[config.mk]
export PLATFORM = sky130hd
export DESIGN_NAME = path_addr_gen
export DESIGN_NICKNAME = d
export VERILOG_FILES = /design/src/rtl/path_addr_gen_pkg.sv /design/src/rtl/path_bucket_index.sv /design/src/rtl/path_addr_gen.sv
export SDC_FILE = /design/constraint.sdc
export NUM_CORES = 1
export LEC_CHECK = 0
export BUFFER_PORTS_ARGS = -buffer_cell sky130_fd_sc_hd__clkbuf_2
export CAP_MARGIN = 10
export CORE_MARGIN = 3
export CORE_UTILIZATION = 56
export DETAILED_ROUTE_END_ITERATION = 16
export HOLD_SLACK_MARGIN = 0.1
export PLACE_DENSITY = 0.81
export SYNTH_ARGS = -nofsm -noshare
export SYNTH_HDL_FRONTEND = slang
export SYNTH_SLANG_ARGS = --single-unit
[constraint.sdc]
create_clock -name Clock -period 5.9 [get_ports Clock]
set_clock_uncertainty 0.1 [all_clocks]
set_input_delay 0.295 -clock Clock [delete_from_list [all_inputs] [get_ports Clock]]
set_output_delay 0.295 -clock Clock [all_outputs]
set_load 0.01 [all_outputs]
[src/rtl/path_addr_gen_pkg.sv]
// Shared definitions for the path address generator: DDR3 command encodings,
// default tree/bucket geometry and the generator state type.
package path_addr_gen_pkg;

   localparam int unsigned DDRCWidth             = 3;
   localparam logic [DDRCWidth-1:0] DDR3CMD_Write = 3'd0;
   localparam logic [DDRCWidth-1:0] DDR3CMD_Read  = 3'd1;

   localparam int unsigned ORAML_Default          = 10;
   localparam int unsigned BktSize_Default        = 8;
   localparam int unsigned BktHSize_Default       = 1;
   localparam int unsigned DDRAWidth_Default      = 27;

   localparam int unsigned STWidth = 1;

   typedef enum logic [STWidth-1:0] {
      ST_Idle  = 1'b0,
      ST_Issue = 1'b1
   } addrgen_state_t;

endpackage

[src/rtl/path_bucket_index.sv]
// Combinational bucket index for one level of a root-to-leaf path:
// idx = (2^level - 1) + (leaf >> (ORAML - level)), ORAML+1 bits wide.
module path_bucket_index
   import path_addr_gen_pkg::*;
#(
   parameter int unsigned ORAML = ORAML_Default,
   parameter int unsigned LVW   = $clog2(ORAML_Default + 1)
) (
   input  logic [ORAML-1:0] i_leaf,
   input  logic [LVW-1:0]   i_level,
   output logic [ORAML:0]   o_idx
);

   logic [ORAML:0] w_leaf_ext;
   logic [ORAML:0] w_one;
   logic [ORAML:0] w_level_base;
   logic [ORAML:0] w_level_offs;
   logic [LVW-1:0] w_shift;

   always_comb begin
      w_leaf_ext   = {1'b0, i_leaf};
      w_one        = {{ORAML{1'b0}}, 1'b1};
      w_shift      = LVW'(ORAML) - i_level;
      w_level_base = (w_one << i_level) - w_one;
      w_level_offs = w_leaf_ext >> w_shift;
      o_idx        = w_level_base + w_level_offs;
   end

endmodule

[src/rtl/path_addr_gen.sv]
// Streams one DRAM burst command per bucket burst along an ORAM tree path.
// Define ADDRGEN_OUTREG_EN to drive the DRAM command port from a 2-entry skid buffer.
module path_addr_gen
   import path_addr_gen_pkg::*;
#(
   parameter int unsigned ORAML             = ORAML_Default,
   parameter int unsigned BktSize_DRBursts  = BktSize_Default,
   parameter int unsigned BktHSize_DRBursts = BktHSize_Default,
   parameter int unsigned DDRAWidth         = DDRAWidth_Default,
   parameter int unsigned BaseAddr          = 0
) (
   input  logic                 Clock,
   input  logic                 Reset,
   input  logic [ORAML-1:0]     AddrGenLeaf,
   input  logic                 AddrGenRead,
   input  logic                 AddrGenHeader,
   input  logic                 AddrGenInValid,
   output logic                 AddrGenInReady,
   output logic [DDRAWidth-1:0] DRAMAddress,
   output logic [DDRCWidth-1:0] DRAMCommand,
   output logic                 DRAMCommandValid,
   input  logic                 DRAMCommandReady,
   output logic                 AddrTransfer,
   output logic                 PathDone
);

   localparam int unsigned LVW = $clog2(ORAML + 1);
   localparam int unsigned BW  = $clog2(BktSize_DRBursts + 1);

   addrgen_state_t r_state, w_state_nxt;

   logic [ORAML-1:0]     r_leaf;
   logic                 r_read;
   logic                 r_header;
   logic [LVW-1:0]       r_level;
   logic [BW-1:0]        r_burst;

   logic [BW-1:0]        w_burst_last;
   logic [LVW-1:0]       w_level_last;
   logic [ORAML:0]       w_idx;
   logic [DDRAWidth-1:0] w_gen_addr;
   logic                 w_accept;
   logic                 w_bkt_end;
   logic                 w_gen_last;
   logic                 w_gen_valid;
   logic                 w_gen_adv;
   logic                 w_path_end;

   path_bucket_index #(
      .ORAML (ORAML),
      .LVW   (LVW)
   ) u_bucket_index (
      .i_leaf  (r_leaf),
      .i_level (r_level),
      .o_idx   (w_idx)
   );

   assign AddrGenInReady = (r_state == ST_Idle);
   assign w_accept       = AddrGenInValid & AddrGenInReady;
   assign DRAMCommand    = r_read ? DDR3CMD_Read : DDR3CMD_Write;

   always_comb begin
      w_burst_last = r_header ? BW'(BktHSize_DRBursts - 1) : BW'(BktSize_DRBursts - 1);
      w_level_last = r_read ? LVW'(ORAML) : '0;
      w_bkt_end    = (r_burst == w_burst_last);
      w_gen_last   = w_bkt_end & (r_level == w_level_last);
      w_gen_addr   = DDRAWidth'(BaseAddr)
                   + DDRAWidth'(w_idx) * DDRAWidth'(BktSize_DRBursts)
                   + DDRAWidth'(r_burst);
   end

   always_ff @(posedge Clock) begin
      if (Reset) begin
         r_leaf   <= '0;
         r_read   <= 1'b0;
         r_header <= 1'b0;
         r_level  <= '0;
         r_burst  <= '0;
      end else if (w_accept) begin
         r_leaf   <= AddrGenLeaf;
         r_read   <= AddrGenRead;
         r_header <= AddrGenHeader;
         r_level  <= AddrGenRead ? '0 : LVW'(ORAML);
         r_burst  <= '0;
      end else if (w_gen_adv) begin
         if (w_bkt_end) begin
            r_burst <= '0;
            if (!w_gen_last)
               r_level <= r_read ? r_level + LVW'(1) : r_level - LVW'(1);
         end else begin
            r_burst <= r_burst + BW'(1);
         end
      end
   end

`ifdef ADDRGEN_OUTREG_EN
   // Generator pushes into a 2-entry buffer; each entry carries its own last-of-path flag.
   logic                 r_gen_done;
   logic [1:0]           r_cnt;
   logic [DDRAWidth-1:0] r_q_addr [2];
   logic [1:0]           r_q_last;
   logic                 w_push;
   logic                 w_pop;

   always_comb begin
      w_gen_valid      = (r_state == ST_Issue) & ~r_gen_done;
      w_push           = w_gen_valid & (r_cnt != 2'd2);
      w_gen_adv        = w_push;
      DRAMCommandValid = (r_cnt != 2'd0);
      DRAMAddress      = r_q_addr[0];
      w_pop            = DRAMCommandValid & DRAMCommandReady;
      AddrTransfer     = w_pop;
      PathDone         = w_pop & r_q_last[0];
      w_path_end       = PathDone;
   end

   always_ff @(posedge Clock) begin
      if (Reset)
         r_gen_done <= 1'b0;
      else if (w_accept)
         r_gen_done <= 1'b0;
      else if (w_push & w_gen_last)
         r_gen_done <= 1'b1;
   end

   always_ff @(posedge Clock) begin
      if (Reset) begin
         r_cnt       <= '0;
         r_q_addr[0] <= '0;
         r_q_addr[1] <= '0;
         r_q_last    <= '0;
      end else begin
         case ({w_push, w_pop})
            2'b10: begin
               if (r_cnt == 2'd0) begin
                  r_q_addr[0] <= w_gen_addr;
                  r_q_last[0] <= w_gen_last;
               end else begin
                  r_q_addr[1] <= w_gen_addr;
                  r_q_last[1] <= w_gen_last;
               end
               r_cnt <= r_cnt + 2'd1;
            end
            2'b01: begin
               r_q_addr[0] <= r_q_addr[1];
               r_q_last[0] <= r_q_last[1];
               r_cnt       <= r_cnt - 2'd1;
            end
            2'b11: begin
               r_q_addr[0] <= w_gen_addr;
               r_q_last[0] <= w_gen_last;
            end
            default: ;
         endcase
      end
   end
`else
   always_comb begin
      w_gen_valid      = (r_state == ST_Issue);
      DRAMCommandValid = w_gen_valid;
      DRAMAddress      = w_gen_addr;
      w_gen_adv        = w_gen_valid & DRAMCommandReady;
      AddrTransfer     = w_gen_adv;
      PathDone         = w_gen_adv & w_gen_last;
      w_path_end       = PathDone;
   end
`endif

   always_ff @(posedge Clock) begin
      if (Reset)
         r_state <= ST_Idle;
      else
         r_state <= w_state_nxt;
   end

   always_comb begin
      w_state_nxt = r_state;
      case (r_state)
         ST_Idle:  if (w_accept)   w_state_nxt = ST_Issue;
         ST_Issue: if (w_path_end) w_state_nxt = ST_Idle;
         default:  w_state_nxt = ST_Idle;
      endcase
   end

endmodule

==> impl_metrics.toml, run 1 <==
[critical_path]
path_buf_inv = 4
cpMaxStageDelayCell = "ha_1"
end_kind = "output port"
slowest_delay_ns = 0.57
worstPathMaxFanout = 12
crit_arrival_ns = 4.85
cp.required_ns = 5.51
cp-start-kind = "register"
worst-setup-path-type = "register to output port"
crit_path_cell_trace = "inv_1, ha_1, mux2_2, nor2_1, a21oi_1, mux2i_1, nor2_1, a31oi_1, ha_1, inv_1, ha_1, inv_1, fa_1, nor2b_1, o2111ai_1, o211ai_1, nand2_1, or3_1, nor4bb_1, clkbuf_2"
cpLargestDelayFamily = "adder cells"

[clock_tree]
clkTransAtPathRegs_ns = 0.07
cts_tree = "built"
post_cts_resize_count = 0
clock_latency_ns = 0.26
cts_sinks = 21
htreeDepth = 1
cts_buffer_depth = 2
clockRootBuffer = "clkbuf_8"
cts_buffers = 3
cts_hold_buf = 0
post_cts_buffers = 0

[detailed_routing]
drcViolationCount = 0
wl_per_cell_um = 12.1
first_pass_iters = 4
vias = 2077
drt-total-wl_um = 4680
drtIter0Drc = 46
via_per_inst = 5.38
ant_nets = 0

[hold_path]
worst_hold_path_type = "input port to register"

[sta]
hold-worst-slack_ns = 0.147
setup_violations = 0
worstMarginPinSlew_ns = 1.04
setup_tns_ns = 0
finalCriticalPeriod_ns = 5.25
slew_viol_final = 0
period_share_pct = 88.9
clock.fmax_ghz = 0.191
relSlewSlack_pct = 30.8
finalHoldViolCount = 0
grt_setup_unrepaired = "false"

[grt]
grt_pass1_vias = 1862
grt.overflow.total = 0
grt_max_degree = 20
gr-usage-all-layers_pct = 18.6
grt_antenna_before_repair = 0
grt_pass1_wl_um = 8050

[power_and_ir_drop]
p_seq_share_pct = 33.9
p_int_mw = 0.289
clockPowerShare_pct = 20.3
power.ir.vdd_worst_v = 0.000177
p_leak_nw = 1.18
switching_power_mw = 0.172
sw_frac_of_total_pct = 37.3
power.density_mw_per_mm2 = 178
combPwrFrac_pct = 45.7

[floorplanning]
placementRows = 23
core_area_mm2 = 0.00409
die_h_um = 71.9
start_util_pct = 59.4
dieArea_mm2 = 0.00516
io_pins = 50
die_w_um = 71.9

[layout]
final_nets = 385
layout-drive-gt1-share_pct = 14.9
diodes = 0
syn_to_final_growth_pct = 6.59

[yosys]
synth_edf_count = 0
seq_area_frac_synth_pct = 17.3
synth-async-reset-ratio_pct = 0
ys_types = 52
avgSynthCellArea_um2 = 7.78
yosysWarningCount = 0
ys.flop_type = "dfxtp_1"
syn_area_mm2 = 0.00243
syn_inst = 312
yosys_register_bits = 21

[place]
dp.final_hpwl_um = 3870
port_buffers = 35
gp_congestion = 0.873

[run_status]
status = "finished clean"

[job]
drv_cap = 0
==> cell families after synthesis <==
logic type,share of synthesized area (%)
flops,17.3
buf+inv,11.4
xor+xnor,9.02
simple gates,22.8
compound gates,13.8
other cells,0.154
fa+ha+maj,17.1
mux,8.45
==> tightest hold or removal path: stages <==
cell and delay, ns:
clkbuf_2 0.08, nand2_1 0.04, a21oi_1 0.05
==> synthesized netlist by cell type, types with 2 or more instances <==
| library cell | number | share of area [%] |
|---|---|---|
| and3_1 | 2 | 0.52 |
| a21oi_1 | 22 | 4.5 |
| buf_4 | 18 | 5.6 |
| clkbuf_1 | 9 | 1.4 |
| dfxtp_1 | 21 | 17 |
| mux2i_1 | 7 | 2.9 |
| nand2b_1 | 2 | 0.52 |
| nor3b_1 | 3 | 0.93 |
| mux2_2 | 2 | 0.93 |
| nand3_1 | 3 | 0.62 |
| inv_2 | 2 | 0.31 |
| nor2_1 | 17 | 2.6 |
| nor3_1 | 5 | 1.0 |
| ha_1 | 30 | 15 |
| xor2_1 | 9 | 3.2 |
| o211ai_1 | 2 | 0.62 |
| fa_1 | 2 | 1.6 |
| a31oi_1 | 3 | 0.77 |
| or3_1 | 3 | 0.77 |
| nor2b_1 | 7 | 1.8 |
| nand3b_1 | 4 | 1.2 |
| and2_1 | 2 | 0.52 |
| nand2_1 | 52 | 8.0 |
| mux2_1 | 2 | 0.93 |
| inv_1 | 24 | 3.7 |
| a211oi_1 | 3 | 0.93 |
| buf_2 | 2 | 0.41 |
| nand4b_1 | 2 | 0.72 |
| o21ai_1 | 2 | 0.41 |
| nand4_1 | 2 | 0.52 |
| o21ai_0 | 5 | 1.0 |
| mux4_2 | 4 | 3.7 |
| nor4bb_1 | 2 | 0.82 |
| a21o_1 | 4 | 1.2 |
| xnor2_1 | 16 | 5.8 |
==> worst paths after layout <==
path / from / endpoint / slack, ns / cells past startpoint
hold / removal: AddrGenLeaf[5] / r_leaf[5] / 0.15 / 3
hold reg to reg: r_header / r_header / 0.37 / 2
setup / recovery: r_level[1] / DRAMAddress[14] / 0.65 / 20
setup reg to reg: r_burst[0] / r_level[3] / 3.80 / 6
==> flip-flops by register name (all words and copies together) (netlist names) <==
| register | count |
|---|---|
| r_leaf | 10 |
| r_burst | 4 |
| r_level | 4 |
| DRAMCommandValid | 1 |
| r_header | 1 |
| r_read | 1 |
==> placed cells by master (no fill, tap or decap), drive strengths merged, types with 2 or more instances in the layout <==
cell and count:
o211ai 2, mux2 4, mux4 4, nor2 17, a21o 4, conb 14
nor3 5, dfxtp 21, nand3 3, xor2 9, xnor2 16, nand4 2
nor4bb 2, clkbuf 39, inv 26, nor3b 3, nand2b 2, a31oi 3
and2 2, nand2 52, or3 3, a211oi 4, nand3b 4, a21oi 22
nor2b 7, fa 2, and3 2, mux2i 7, o21ai 8, ha 30
nand4b 2
==> area by class of cell <==
cell class | instances | area, um2
multi-input cells | 249 | 1780
well taps | 50 | 62.6
flip-flops and latches | 21 | 420
repair buffers | 36 | 183
fillers | 360 | 1500
clock buffers | 4 | 45.0
inverters | 26 | 97.6
==> stage by stage <==
step           utilization [%]  cell area (um2)  std cells  worst slack [ns]  total power [mW]
3_5_place_dp              62.2             2540        382             0.976             0.371
6_report                  63.3             2590        386             0.653             0.462
3_3_place_gp              62.2             2540        382              1.21             0.366
2_1_floorplan                -             2480        325             0.707             0.325
5_1_grt                   63.3             2590        386             0.338             0.494
4_1_cts                   63.3             2590        386             0.670             0.464
==> per-layer routing <==
layer  vias up  track usage [%]  share of wire, %
met4         0             5.22              0.98
li1       1080                -                 -
met3         4             1.82               3.0
met1       959             23.8                45
met2        34             33.2                51
met5         -                0                 0
==> power groups by stage <==
stage | Clock [mW] | Combinational (mW) | Sequential [mW]
5_1_grt | 0.0999 | 0.236 | 0.158
3_5_place_dp | 0 | 0.212 | 0.160
2_1_floorplan | 0 | 0.168 | 0.157
4_1_cts | 0.0945 | 0.213 | 0.156
3_3_place_gp | 0 | 0.207 | 0.159
6_report | 0.0939 | 0.211 | 0.157
Note: power is estimated with default switching activity, not from simulation.
==> run 2, diff against run 1 <==
CORE_UTILIZATION = 42   (was 56)
PLACE_DENSITY = not set   (was 0.81)
==> run 2 against run 1 <==
Count of clock-buffer cells in the layout fell by 1. Routed wire length rose by 2.7%. Register-to-register slack got worse by 0.02 ns. Combinational power barely moved. Cell area rose by 1.1%. Final cell count rose by 5.7%. Setup slack improved by 0.043 ns. Highest routed layer unchanged. Utilization fell by 16 points.
==> impl_metrics.toml, run 2 (synthesized netlist as in run 1, its figures left out) <==
[place]
port_buffers = 35
dp.final_hpwl_um = 3900
dp.cells = 404
gp_congestion = 0.781

[layout]
register_area_um2 = 420
fillCellCount = 576
fin_cells = 408
utilization_pct = 47.2
diodes = 0
final_cell_mix = "52 x nand2_1, 35 x clkbuf_2, 30 x ha_1"
layout-drive-gt1-share_pct = 15.2
top_register = "r_leaf"
final_nets = 385
largest_reg_flops = 10
syn_to_final_growth_pct = 7.78
final_common_cell = "nand2_1"
multi_input_area_mm2 = 0.00178
reg_top3 = "r_leaf (10), r_burst (4), r_level (4)"

[sta]
clock.fmax_ghz = 0.192
grt_setup_unrepaired = "false"
setup_violations = 0
relSlewSlack_pct = 31.1
period_share_pct = 88.2
worstMarginPinSlew_ns = 1.03
hold-worst-slack_ns = 0.144
finalCriticalPeriod_ns = 5.20
finalHoldViolCount = 0
setup_tns_ns = 0
slew_viol_final = 0

[floorplanning]
start_util_pct = 43.8
die_w_um = 82.0
dieArea_mm2 = 0.00673
core_area_mm2 = 0.00554
die_h_um = 82.0
placementRows = 27
io_pins = 50

[clock_tree]
clkTransAtPathRegs_ns = 0.08
cts_tree = "built"
cts_hold_buf = 0
post_cts_resize_count = 0
clockRootBuffer = "clkbuf_8"
clock_latency_ns = 0.26
cts_buffers = 3
cts_buffer_depth = 2
cts_sinks = 21
htreeDepth = 1
post_cts_buffers = 0

[detailed_routing]
drcViolationCount = 0
vias = 2056
drtIter0Drc = 50
via_per_inst = 5.04
ant_nets = 0
drt-total-wl_um = 4800
first_pass_iters = 4
wl_per_cell_um = 11.8

[grt]
grt_antenna_before_repair = 0
grt_pass1_wl_um = 8340
grt_pass1_vias = 1834
grt_use_met1_pct = 19.6
met2_usage_pct = 26.5
grtUsageMet3_pct = 1.54
grt_max_degree = 20
gr-usage-all-layers_pct = 15.1
gr-max-usage-layer = "met2"
grt.overflow.total = 0

[critical_path]
worst-setup-path-type = "register to output port"
r2r_start = "r_burst[0]"
cp.required_ns = 5.51
critical_path.startpoint = "r_level[1]"
cp-start-kind = "register"
end_kind = "output port"
crit_arrival_ns = 4.81
worstPathMaxFanout = 12

[hold_path]
worst_hold_path_type = "input port to register"
hold_start = "AddrGenLeaf[0]"

[job]
drv_cap = 0

[power_and_ir_drop]
power.ir.vdd_worst_v = 0.000114
power.density_mw_per_mm2 = 176
finalPower_mw = 0.462
p_leak_nw = 1.18

[run_status]
status = "finished clean"
## run 2: report_power, final
group          switching (mW)  internal (mW)
Sequential            0.00808          0.148
Clock                  0.0476         0.0471
Combinational           0.118         0.0929
Total                   0.174          0.288
## run 2: worst paths after layout
kind,to,slack (ns),cells past startpoint
worst min-delay path,r_leaf[0],0.14,3
worst min register to register,r_leaf[0],0.36,2
worst max-delay path,DRAMAddress[14],0.70,20
worst max register to register,r_level[1],3.78,6
## run 2: critical path: stages (launching register included)
cell,delay (ns)
dfxtp_1,0.46
inv_1,0.13
ha_1,0.56
mux2_2,0.41
nor2_1,0.09
a21oi_1,0.06
mux2i_1,0.15
nor2_1,0.06
a31oi_1,0.18
ha_1,0.25
inv_1,0.05
ha_1,0.22
inv_1,0.07
fa_1,0.40
nor2b_1,0.22
o2111ai_1,0.13
o211ai_1,0.16
nand2_1,0.14
or3_1,0.32
nor4bb_1,0.30
clkbuf_2,0.18
## run 2: metrics by stage
stage,area (um2),setup slack [ns]
global route,2620,0.284
global placement,2570,1.17
CTS,2620,0.679
floorplan,2480,0.707
detailed placement,2570,1.01
finish,2620,0.696
## run 2: cell type report
| type | count | share of cell area [%] |
|---|---|---|
| clock inverter | 1 | 0.191 |
| inverter | 26 | 3.73 |
| timing repair buffer | 36 | 6.98 |
| tap | 72 | 3.44 |
| clock buffer | 3 | 1.58 |
| sequential | 21 | 16.1 |
| multi-input combinational | 249 | 68.0 |
## run 2: layer usage
layer,vias up,part of all wire (%)
met5,-,0
met2,38,48
li1,1087,-
met1,927,48
met3,4,3.6
met4,0,0.96
==> run 3, diff against run 2 <==
CORE_UTILIZATION = 56   (was 42)
GPL_TIMING_DRIVEN = 0   (was not set)
PLACE_DENSITY_LB_ADDON = 0.05   (was not set)
==> run 3 against run 2 <==
Clock power decreased by 2.5%. Total power rose by 1.7%. Non-clock buffer count grew 27. Count of clock-buffer cells in the layout grew 1. Register-to-register slack worse by 0.06 ns. Utilization is 21 points higher. Die area decreased by 23%. Maximum frequency is 3.1% lower. Critical path type unchanged. Highest routed layer unchanged.
==> impl_metrics.toml, run 3 (synthesized netlist as in run 1, its figures left out) <==
[clock_tree]
post_cts_resize_count = 2
clkTransAtPathRegs_ns = 0.07
cts_buffers = 3
post_cts_buffers = 0
cts_buffer_depth = 2
cts_sinks = 21
clock_latency_ns = 0.26
clockRootBuffer = "clkbuf_8"
htreeDepth = 1
cts_tree = "built"
cts_hold_buf = 0

[critical_path]
crit_path_cell_trace = "clkbuf_4, clkbuf_4, inv_1, ha_1, clkbuf_4, mux2i_1, a21oi_1, mux2i_1, nor2_1, a31oi_1, ha_1, inv_1, ha_1, inv_1, fa_1, nor2b_2, o2111ai_1, o211ai_1, nand2_1, or3_1, nor4bb_1, clkbuf_2"
r2r_start = "r_burst[0]"
crit_arrival_ns = 4.97
critical_path.startpoint = "r_level[0]"
cp.required_ns = 5.51
end_kind = "output port"
slowest_delay_ns = 0.42
cp-start-kind = "register"
worstPathMaxFanout = 10
worst-setup-path-type = "register to output port"
cpMaxStageDelayCell = "fa_1"

[sta]
grt_setup_unrepaired = "false"
finalCriticalPeriod_ns = 5.37
period_share_pct = 91.0
hold-worst-slack_ns = 0.149
slew_viol_final = 0
setup_tns_ns = 0
finalHoldViolCount = 0
relSlewSlack_pct = 44.5
setup_violations = 0
worstMarginPinSlew_ns = 0.826
clock.fmax_ghz = 0.186

[job]
drv_cap = 0

[grt]
grt_max_degree = 12
grt_antenna_before_repair = 0
grt_pass1_vias = 1982
gr-usage-all-layers_pct = 19.5
grt.overflow.total = 0
grt_pass1_wl_um = 8460

[floorplanning]
start_util_pct = 59.4
die_h_um = 71.9
placementRows = 23
dieArea_mm2 = 0.00516
core_area_mm2 = 0.00409
die_w_um = 71.9
io_pins = 50

[layout]
layout-drive-gt1-share_pct = 19.8
diodes = 0
reg_top3 = "r_leaf (10), r_burst (4), r_level (4)"
final_cell_mix = "52 x nand2_1, 34 x clkbuf_2, 30 x ha_1"
fin_cells = 413
final_nets = 412
syn_to_final_growth_pct = 14.0
largest_reg_flops = 10
fillCellCount = 368
top_register = "r_leaf"
final_common_cell = "nand2_1"

[place]
dp.final_hpwl_um = 3920
port_buffers = 34
gp_congestion = 0.836
dp.cells = 409

[detailed_routing]
vias = 2174
drcViolationCount = 0
drt-total-wl_um = 4660
first_pass_iters = 4
via_per_inst = 5.26
ant_nets = 0
drtIter0Drc = 74
wl_per_cell_um = 11.3

[power_and_ir_drop]
finalPower_mw = 0.470
power.ir.vdd_worst_v = 0.000171
power.density_mw_per_mm2 = 170
p_leak_nw = 1.30

[hold_path]
hold_start = "AddrGenLeaf[0]"
worst_hold_path_type = "input port to register"

[run_status]
status = "finished clean"
run 3: changes by cell type in the layout (fill, tap and decap cells not counted), sizes merged:
| cell | delta |
|---|---|
| clkbuf | +9 |
| buf | +19 |
| clkinv | -1 |
run 3: report_power, final:
| group | internal (mW) | switching (mW) | total (mW) |
|---|---|---|---|
| sequential | 0.148 | 0.00685 | 0.155 |
| combinational | 0.101 | 0.121 | 0.222 |
| clock | 0.0481 | 0.0443 | 0.0923 |
| total | 0.298 | 0.172 | 0.470 |
run 3: layout make-up:
cell class              count  area (um2)  area share [%]
clock buffers               4        45.0            1.63
repair buffers             34         170            6.15
well taps                  50        62.6            2.26
multi-input cells         249        1780            64.4
flip-flops and latches     21         420            15.2
plain buffers              29         190            6.87
inverters                  26        97.6            3.52
run 3: routing by layer:
layer | vias up | routed length, um | global-route usage [%]
li1 | 1141 | - | -
met1 | 985 | 2090 | 24.4
met2 | 43 | 2370 | 36.0
met3 | 5 | 157 | 1.40
met4 | 0 | 43 | 4.59
met5 | - | 0 | 0
run 3: critical path: cells and delay by family, from the launching register on:
kind / cells / cell delay (ns)
flip-flops: 1 / 0.39
adder cells (fa/ha/maj): 4 / 1.28
buffers and inverters: 7 / 1.11
multiplexers: 2 / 0.39
AO/OA/AOI/OAI: 4 / 0.58
AND/OR/NAND/NOR: 5 / 0.97
run 3: final timing paths:
path / endpoint / slack (ns) / depth (start not counted)
hold reg to reg: r_leaf[0] / 0.36 / 2
setup reg to reg: r_level[3] / 3.72 / 7
setup / recovery: DRAMAddress[14] / 0.53 / 22
hold / removal: r_leaf[0] / 0.15 / 3
run 3: per-stage QoR:
| step | setup slack (ns) | utilization, % | area, um2 |
|---|---|---|---|
| 6_report | 0.530 | 67.8 | 2770 |
| 5_1_grt | 0.0480 | 67.8 | 2770 |
| 4_1_cts | 0.111 | 67.5 | 2760 |
| 3_5_place_dp | 0.0765 | 66.3 | 2710 |
| 3_3_place_gp | 0.101 | 66.3 | 2710 |
| 2_1_floorplan | 0.707 | - | 2480 |
